## src/rtl/jt12_pkg.sv

```systemverilog
// jt12_pkg: shared constants for the JT12 CPU-side timer register front end.
//   - timer register addresses (part I)
//   - CPU port address encodings
//   - channel-3 mode encodings
//   - bit positions inside the status read byte
package jt12_pkg;

  // Timer registers, reachable only through part I
  localparam logic [7:0] REG_TA_HI = 8'h24;
  localparam logic [7:0] REG_TA_LO = 8'h25;
  localparam logic [7:0] REG_TB    = 8'h26;
  localparam logic [7:0] REG_TMODE = 8'h27;

  // CPU port addresses: bit 0 selects address/data, bit 1 selects part
  localparam logic [1:0] PORT_ADDR_P1 = 2'd0;
  localparam logic [1:0] PORT_DATA_P1 = 2'd1;
  localparam logic [1:0] PORT_ADDR_P2 = 2'd2;
  localparam logic [1:0] PORT_DATA_P2 = 2'd3;

  typedef enum logic [1:0] {
    NORMAL  = 2'b00,
    SPECIAL = 2'b01,
    CSM     = 2'b10
  } ch3_mode_t;

  // Status byte layout: {busy, 5'b0, flag_B, flag_A}
  localparam int STAT_BUSY   = 7;
  localparam int STAT_FLAG_B = 1;
  localparam int STAT_FLAG_A = 0;

  function automatic logic is_data_port(input logic [1:0] addr);
    return addr[0];
  endfunction

endpackage

```

## src/rtl/jt12_timer_regs_if.sv

```systemverilog
// jt12_timer_regs_if: 4-address CPU write/status port.
//   cpu_cs_n  chip select, active-low
//   cpu_wr_n  write strobe, active-low
//   cpu_addr  0/1 = addr/data part I, 2/3 = addr/data part II
//   cpu_din   write data
//   cpu_dout  status byte returned to the CPU
interface jt12_timer_regs_if;
  logic       cpu_cs_n;
  logic       cpu_wr_n;
  logic [1:0] cpu_addr;
  logic [7:0] cpu_din;
  logic [7:0] cpu_dout;

  modport master (
    output cpu_cs_n, cpu_wr_n, cpu_addr, cpu_din,
    input  cpu_dout
  );

  modport slave (
    input  cpu_cs_n, cpu_wr_n, cpu_addr, cpu_din,
    output cpu_dout
  );
endinterface

```

## src/rtl/jt12_busy_cnt.sv

```systemverilog
// jt12_busy_cnt: write-busy countdown.
//   clk, rst  system clock, async active-high reset
//   clk_en    FM clock enable; one decrement per tick
//   reload    data-port write accepted this cycle
//   busy      high while the counter is non-zero
module jt12_busy_cnt #(
  parameter int BUSY_CYCLES = 32,
  parameter int BUSY_W      = 6
) (
  input  logic clk,
  input  logic rst,
  input  logic clk_en,
  input  logic reload,
  output logic busy
);

  localparam logic [BUSY_W-1:0] LOAD_VAL = BUSY_W'(BUSY_CYCLES);
  localparam logic [BUSY_W-1:0] ONE      = BUSY_W'(1);

  logic [BUSY_W-1:0] cnt;

  // A write landing on a clk_en tick reloads rather than decrements.
  always_ff @(posedge clk or posedge rst) begin
    if (rst) begin
      cnt <= '0;
    end else if (reload) begin
      cnt <= LOAD_VAL;
    end else if (clk_en && cnt != '0) begin
      cnt <= cnt - ONE;
    end
  end

  assign busy = (cnt != '0);

endmodule

```

## src/rtl/jt12_timer_regs.sv

```systemverilog
// jt12_timer_regs: CPU-side register front end for the FM timer block.
//   clk, rst        system clock, async active-high reset
//   clk_en          FM clock enable (busy countdown, CSM detect)
//   cpu             CPU port (slave side of jt12_timer_regs_if)
//   flag_A/flag_B   timer flags, reflected in the status byte
//   overflow_A      timer A overflow, source of the CSM key-on
//   value_A/value_B timer presets NA/NB
//   load_A/load_B   hold timers at preset while stopped
//   clr_flag_A/B    one-cycle flag clear pulses from reg 0x27
//   enable_irq_A/B  IRQ enables
//   ch3_mode        reg 0x27 bits 7:6
//   csm_keyon       one-cycle CSM key-on pulse
//   busy            write-busy flag
module jt12_timer_regs
  import jt12_pkg::*;
#(
  parameter int BUSY_CYCLES = 32,
  parameter int BUSY_W      = 6
) (
  input  logic                    clk,
  input  logic                    rst,
  input  logic                    clk_en,
  jt12_timer_regs_if.slave        cpu,
  input  logic                    flag_A,
  input  logic                    flag_B,
  input  logic                    overflow_A,
  output logic [9:0]              value_A,
  output logic [7:0]              value_B,
  output logic                    load_A,
  output logic                    load_B,
  output logic                    clr_flag_A,
  output logic                    clr_flag_B,
  output logic                    enable_irq_A,
  output logic                    enable_irq_B,
  output logic [1:0]              ch3_mode,
  output logic                    csm_keyon,
  output logic                    busy
);

  logic       we, we_d, wr_edge;
  logic       addr_wr, data_wr, timer_wr, mode_wr;
  logic [7:0] reg_addr;
  logic       part;
  logic       run_A;
  logic       csm_hit;
  logic [7:0] status;

  assign we      = ~cpu.cpu_cs_n & ~cpu.cpu_wr_n;
  assign wr_edge = we & ~we_d;
  assign addr_wr = wr_edge & ~is_data_port(cpu.cpu_addr);
  assign data_wr = wr_edge &  is_data_port(cpu.cpu_addr);

  // Timer registers live in part I only; both the latched part and the
  // port used for the data write must say so.
  assign timer_wr = data_wr & ~part & (cpu.cpu_addr == PORT_DATA_P1);
  assign mode_wr  = timer_wr & (reg_addr == REG_TMODE);

  assign run_A = ~load_A;

  // Registered mode is used, but a same-cycle write leaving CSM vetoes it.
  assign csm_hit = clk_en & overflow_A & run_A & (ch3_mode == CSM)
                 & ~(mode_wr & (cpu.cpu_din[7:6] != CSM));

  always_ff @(posedge clk or posedge rst) begin
    if (rst) begin
      // we_d resets high so a strobe still held when rst drops is not
      // mistaken for a fresh write.
      we_d         <= 1'b1;
      reg_addr     <= 8'h00;
      part         <= 1'b0;
      value_A      <= 10'd0;
      value_B      <= 8'd0;
      load_A       <= 1'b1;
      load_B       <= 1'b1;
      clr_flag_A   <= 1'b0;
      clr_flag_B   <= 1'b0;
      enable_irq_A <= 1'b0;
      enable_irq_B <= 1'b0;
      ch3_mode     <= 2'b00;
      csm_keyon    <= 1'b0;
    end else begin
      we_d       <= we;
      clr_flag_A <= 1'b0;
      clr_flag_B <= 1'b0;
      csm_keyon  <= csm_hit;

      if (addr_wr) begin
        reg_addr <= cpu.cpu_din;
        part     <= cpu.cpu_addr[1];
      end

      if (timer_wr) begin
        case (reg_addr)
          REG_TA_HI: value_A[9:2] <= cpu.cpu_din;
          REG_TA_LO: value_A[1:0] <= cpu.cpu_din[1:0];
          REG_TB:    value_B      <= cpu.cpu_din;
          REG_TMODE: begin
            ch3_mode     <= cpu.cpu_din[7:6];
            clr_flag_B   <= cpu.cpu_din[5];
            clr_flag_A   <= cpu.cpu_din[4];
            enable_irq_B <= cpu.cpu_din[3];
            enable_irq_A <= cpu.cpu_din[2];
            load_B       <= ~cpu.cpu_din[1];
            load_A       <= ~cpu.cpu_din[0];
          end
          default: ;
        endcase
      end
    end
  end

  jt12_busy_cnt #(
    .BUSY_CYCLES (BUSY_CYCLES),
    .BUSY_W      (BUSY_W)
  ) u_busy_cnt (
    .clk    (clk),
    .rst    (rst),
    .clk_en (clk_en),
    .reload (data_wr),
    .busy   (busy)
  );

  always_comb begin
    status              = 8'h00;
    status[STAT_BUSY]   = busy;
    status[STAT_FLAG_B] = flag_B;
    status[STAT_FLAG_A] = flag_A;
  end

  assign cpu.cpu_dout = status;

endmodule

```

## src/flat_wrapper.sv

```systemverilog
// flat-port wrapper written by rule: the top's interface ports become plain ports
module jt12_timer_regs_flat import jt12_pkg::*;
#(
  parameter int BUSY_CYCLES = 32,
  parameter int BUSY_W      = 6
)
  (clk, rst, clk_en, flag_A, flag_B, overflow_A, value_A, value_B, load_A, load_B, clr_flag_A, clr_flag_B, enable_irq_A, enable_irq_B, ch3_mode, csm_keyon, busy, cpu_cpu_cs_n, cpu_cpu_wr_n, cpu_cpu_addr, cpu_cpu_din, cpu_cpu_dout);
  jt12_timer_regs_if cpu_i ();
  input  logic clk;
  input  logic rst;
  input  logic clk_en;
  input  logic flag_A;
  input  logic flag_B;
  input  logic overflow_A;
  output logic [9:0] value_A;
  output logic [7:0] value_B;
  output logic load_A;
  output logic load_B;
  output logic clr_flag_A;
  output logic clr_flag_B;
  output logic enable_irq_A;
  output logic enable_irq_B;
  output logic [1:0] ch3_mode;
  output logic csm_keyon;
  output logic busy;
  input wire logic [$bits(cpu_i.cpu_cs_n)-1:0] cpu_cpu_cs_n;
  input wire logic [$bits(cpu_i.cpu_wr_n)-1:0] cpu_cpu_wr_n;
  input wire logic [$bits(cpu_i.cpu_addr)-1:0] cpu_cpu_addr;
  input wire logic [$bits(cpu_i.cpu_din)-1:0] cpu_cpu_din;
  output wire logic [$bits(cpu_i.cpu_dout)-1:0] cpu_cpu_dout;
  assign cpu_i.cpu_cs_n = cpu_cpu_cs_n;
  assign cpu_i.cpu_wr_n = cpu_cpu_wr_n;
  assign cpu_i.cpu_addr = cpu_cpu_addr;
  assign cpu_i.cpu_din = cpu_cpu_din;
  assign cpu_cpu_dout = cpu_i.cpu_dout;
  jt12_timer_regs #(.BUSY_CYCLES(BUSY_CYCLES), .BUSY_W(BUSY_W)) u_core (.clk(clk), .rst(rst), .clk_en(clk_en), .cpu(cpu_i), .flag_A(flag_A), .flag_B(flag_B), .overflow_A(overflow_A), .value_A(value_A), .value_B(value_B), .load_A(load_A), .load_B(load_B), .clr_flag_A(clr_flag_A), .clr_flag_B(clr_flag_B), .enable_irq_A(enable_irq_A), .enable_irq_B(enable_irq_B), .ch3_mode(ch3_mode), .csm_keyon(csm_keyon), .busy(busy));
endmodule
```

## config.mk

```make
export PLATFORM = sky130hd
export DESIGN_NAME = jt12_timer_regs_flat
export DESIGN_NICKNAME = d
export VERILOG_FILES = /design/src/rtl/jt12_pkg.sv /design/src/rtl/jt12_timer_regs_if.sv /design/src/rtl/jt12_busy_cnt.sv /design/src/rtl/jt12_timer_regs.sv /design/src/flat_wrapper.sv
export SDC_FILE = /design/constraint.sdc
export NUM_CORES = 1
export LEC_CHECK = 0
export CAP_MARGIN = 20
export CORE_UTILIZATION = 51
export DETAILED_ROUTE_END_ITERATION = 8
export MAX_ROUTING_LAYER = met4
export PLACE_DENSITY = 0.92
export SLEW_MARGIN = 20
export SYNTH_ARGS = -nofsm -noshare
export SYNTH_HDL_FRONTEND = slang
export SYNTH_SLANG_ARGS = --single-unit
```

## constraint.sdc

```tcl
create_clock -name clk -period 2.7 [get_ports clk]
set_input_delay 0.27 -clock clk [delete_from_list [all_inputs] [get_ports clk]]
set_output_delay 0.27 -clock clk [all_outputs]
set_load 0.02 [all_outputs]
```

==> run summary <==
antenna fix cells - 0
area occupied by registers - 0.00108 mm2
CTS Root Buffer Type - clkbuf_8
Top FF cell, synth - dfrtp_1
Setup CP Type - flip-flop to primary output
Core Region - 0.00347 mm2
Multi-input gate area - 757 um2
clk sink count - 43
unique cell type count in the Yosys netlist - 34
TritonCTS Buffers - 5
initial antenna violation count - 0
worst r2r dst - u_core.value_A[9]
Worst Max-Slew Pin Slew - 0.609 ns
placed cell area - 0.00238 mm2
smallest hold slack - 0.412 ns
CP arrival - 1.92 ns
die width - 63.5 um
Synth-to-Final Area Change - 28.6%
Yosys warning total - 0
final setup vio count - 0
Seq/Total Area, Yosys - 56.0%
die height - 63.5 um
R2R cell count - 3
Worst setup SP type - flip-flop
Final Hold Viols - 0
Post-CTS Hold Buffers - 0
fmax - 456 MHz
RR Startpoint - u_core.we_d
Final Cycle Share - 81.2%
remaining global-route overflow - 0
Pins Over Slew Limit - 0
design area - 0.00248 mm2
final setup TNS - 0 ns
vias per inst - 5.24
Rows - 21
DRC viols - 0
H-tree levels - 2
Mapped Cells - 141
# fillers - 249
asr flop ratio synth - 100%
Avg Inst Size Synth - 13.7 um2
EDFF count, synth - 0
Hold/Removal Path Class - primary input to async pin
HPWL after DPL - 2.60 mm
fin crit period - 2.19 ns
placer congestion estimate - 0.727
CP Capture Type - primary output
CTS tree - done
Initial Util - 55.6%
CP Data Required Time - 2.43 ns
I/O pin cnt - 54
Post-Route WL - 3.61 mm
post-route ant nets - 0
layout cell share with drive strength beyond 1 - 27.7%
setup bufs post-CTS - 0
first-pass GRT wire length - 6.27 mm
Nets - 208
leakage power - 1.15 nW
clk buf depth - 2
Peak VDD IR - 0.000462 V
vias - 1,226
Die Area - 0.00403 mm2
number of port buffers - 44
number of global-route vias before repair - 1,278
Total GRT Usage - 21.1%
Setup Skew - 0.00667 ns
first-pass detailed-route iteration total - 4
outcome - finished clean
crit path max fanout - 5
RSZ-0062 raised after global routing - no
slew margin rel. - 59.1%
Yosys reg bits - 43
Post-Syn Area - 0.00193 mm2
post-CTS sizing - 0
DR iter-0 viols - 22
largest net degree at the start of global routing - 44
Clock Latency Late Sink - 0.29 ns
clock-pin slew on the worst setup and hold paths - 0.08 ns
Routed wire per std cell - 15.4 um
R2R Setup Slk - 0.98 ns
Power Dens Cells - 640 mW/mm2
Maximum Capacitance Violations - 0
==> critical path, cell delays in order (launching register included) <==
cell and delay, ns:
dfrtp_1 0.40, inv_1 0.11, ha_1 0.18, nor2b_1 0.29
nand2_1 0.11, clkdlybuf4s50_1 0.55
==> sequential cells by signal, indices dropped and copies added, names as in the netlist <==
name,flops
u_core.ch3_mode,2
u_core.clr_flag_A,1
u_core.clr_flag_B,1
u_core.csm_keyon,1
u_core.enable_irq_A,1
u_core.enable_irq_B,1
u_core.load_A,1
u_core.load_B,1
u_core.part,1
u_core.reg_addr,8
u_core.u_busy_cnt.cnt,6
u_core.value_A,10
u_core.value_B,8
u_core.we_d,1
==> through the flow <==
step / setup slack [ns] / power (mW) / utilization [%] / std cells
after global routing: 0.385 / 1.67 / 71.5 / 234
after CTS: 0.510 / 1.60 / 71.5 / 234
after floorplan: 1.18 / 1.03 / - / 145
final: 0.506 / 1.59 / 71.5 / 234
after global placement: 0.550 / 1.09 / 68.5 / 227
after detailed placement: 0.481 / 1.13 / 68.5 / 227
==> synth_stat cells (2+ instances only) <==
| cell | count | area share [%] |
|---|---|---|
| nand2_1 | 3 | 0.58 |
| or3_1 | 2 | 0.65 |
| nor4b_1 | 2 | 0.91 |
| o21ai_0 | 2 | 0.52 |
| ha_1 | 2 | 1.3 |
| inv_1 | 7 | 1.4 |
| dfrtp_1 | 40 | 52 |
| nor2_1 | 9 | 1.8 |
| nor2b_1 | 2 | 0.65 |
| nor4_1 | 2 | 0.65 |
| dfstp_2 | 3 | 4.1 |
| buf_4 | 9 | 3.5 |
| o21a_1 | 2 | 0.78 |
| a21oi_1 | 3 | 0.78 |
| mux2_2 | 33 | 19 |
| mux2i_1 | 2 | 1.0 |
==> routing by layer <==
layer / vias up / global-route usage [%] / wire length [um]
li1: 578 / - / -
met1: 606 / 26.3 / 1630
met2: 40 / 34.0 / 1810
met3: 2 / 4.71 / 140
met4: 0 / 6.53 / 23
met5: - / - / 0
==> layout make-up <==
class                   instances  area share [%]
flip-flops and latches         43            43.6
multi-input cells              85            30.5
repair buffers                 46            18.4
clock buffers                   6            2.93
well taps                      46            2.32
clock inverters                 1            1.21
inverters                       7            1.06
==> cells by family after synthesis <==
group	Yosys count	share of synthesized area [%]
flip-flops	43	56.0
buffers and inverters	17	5.45
AO/OA/AOI/OAI	10	3.51
adder cells (fa/ha/maj)	2	1.30
AND/OR/NAND/NOR	33	13.2
other	1	0.195
multiplexers	35	20.3
==> placed cells by master, fill, tap and decap left out, types with 3 or more instances in the layout <==
cell / instances
nor2_1: 9
inv_1: 6
dfstp_2: 3
clkdlybuf4s50_1: 44
a21oi_1: 3
conb_1: 5
dfrtp_1: 40
nand2_1: 3
mux2_2: 33
clkbuf_8: 5
==> where the power goes <==
group | switching (mW) | leakage (nW) | total [mW] | internal (mW)
Sequential | 0.0631 | 0.561 | 0.784 | 0.721
Clock | 0.197 | 0.0513 | 0.468 | 0.271
Combinational | 0.169 | 0.540 | 0.334 | 0.165
==> worst max path at each step <==
stage                                         from                 to  slack (ns)  cells past startpoint
after CTS                 u_core.u_busy_cnt.cnt[0]               busy        0.51                      5
after global routing      u_core.u_busy_cnt.cnt[0]    cpu_cpu_dout[7]        0.38                      5
after global placement                cpu_cpu_wr_n  u_core.value_A[7]        0.55                      4
after detailed placement              cpu_cpu_wr_n  u_core.value_A[9]        0.48                      4
final                     u_core.u_busy_cnt.cnt[0]               busy        0.51                      5
after floorplan           u_core.u_busy_cnt.cnt[0]    cpu_cpu_dout[7]        1.18                      5
Power figures use the tool's default switching activity.
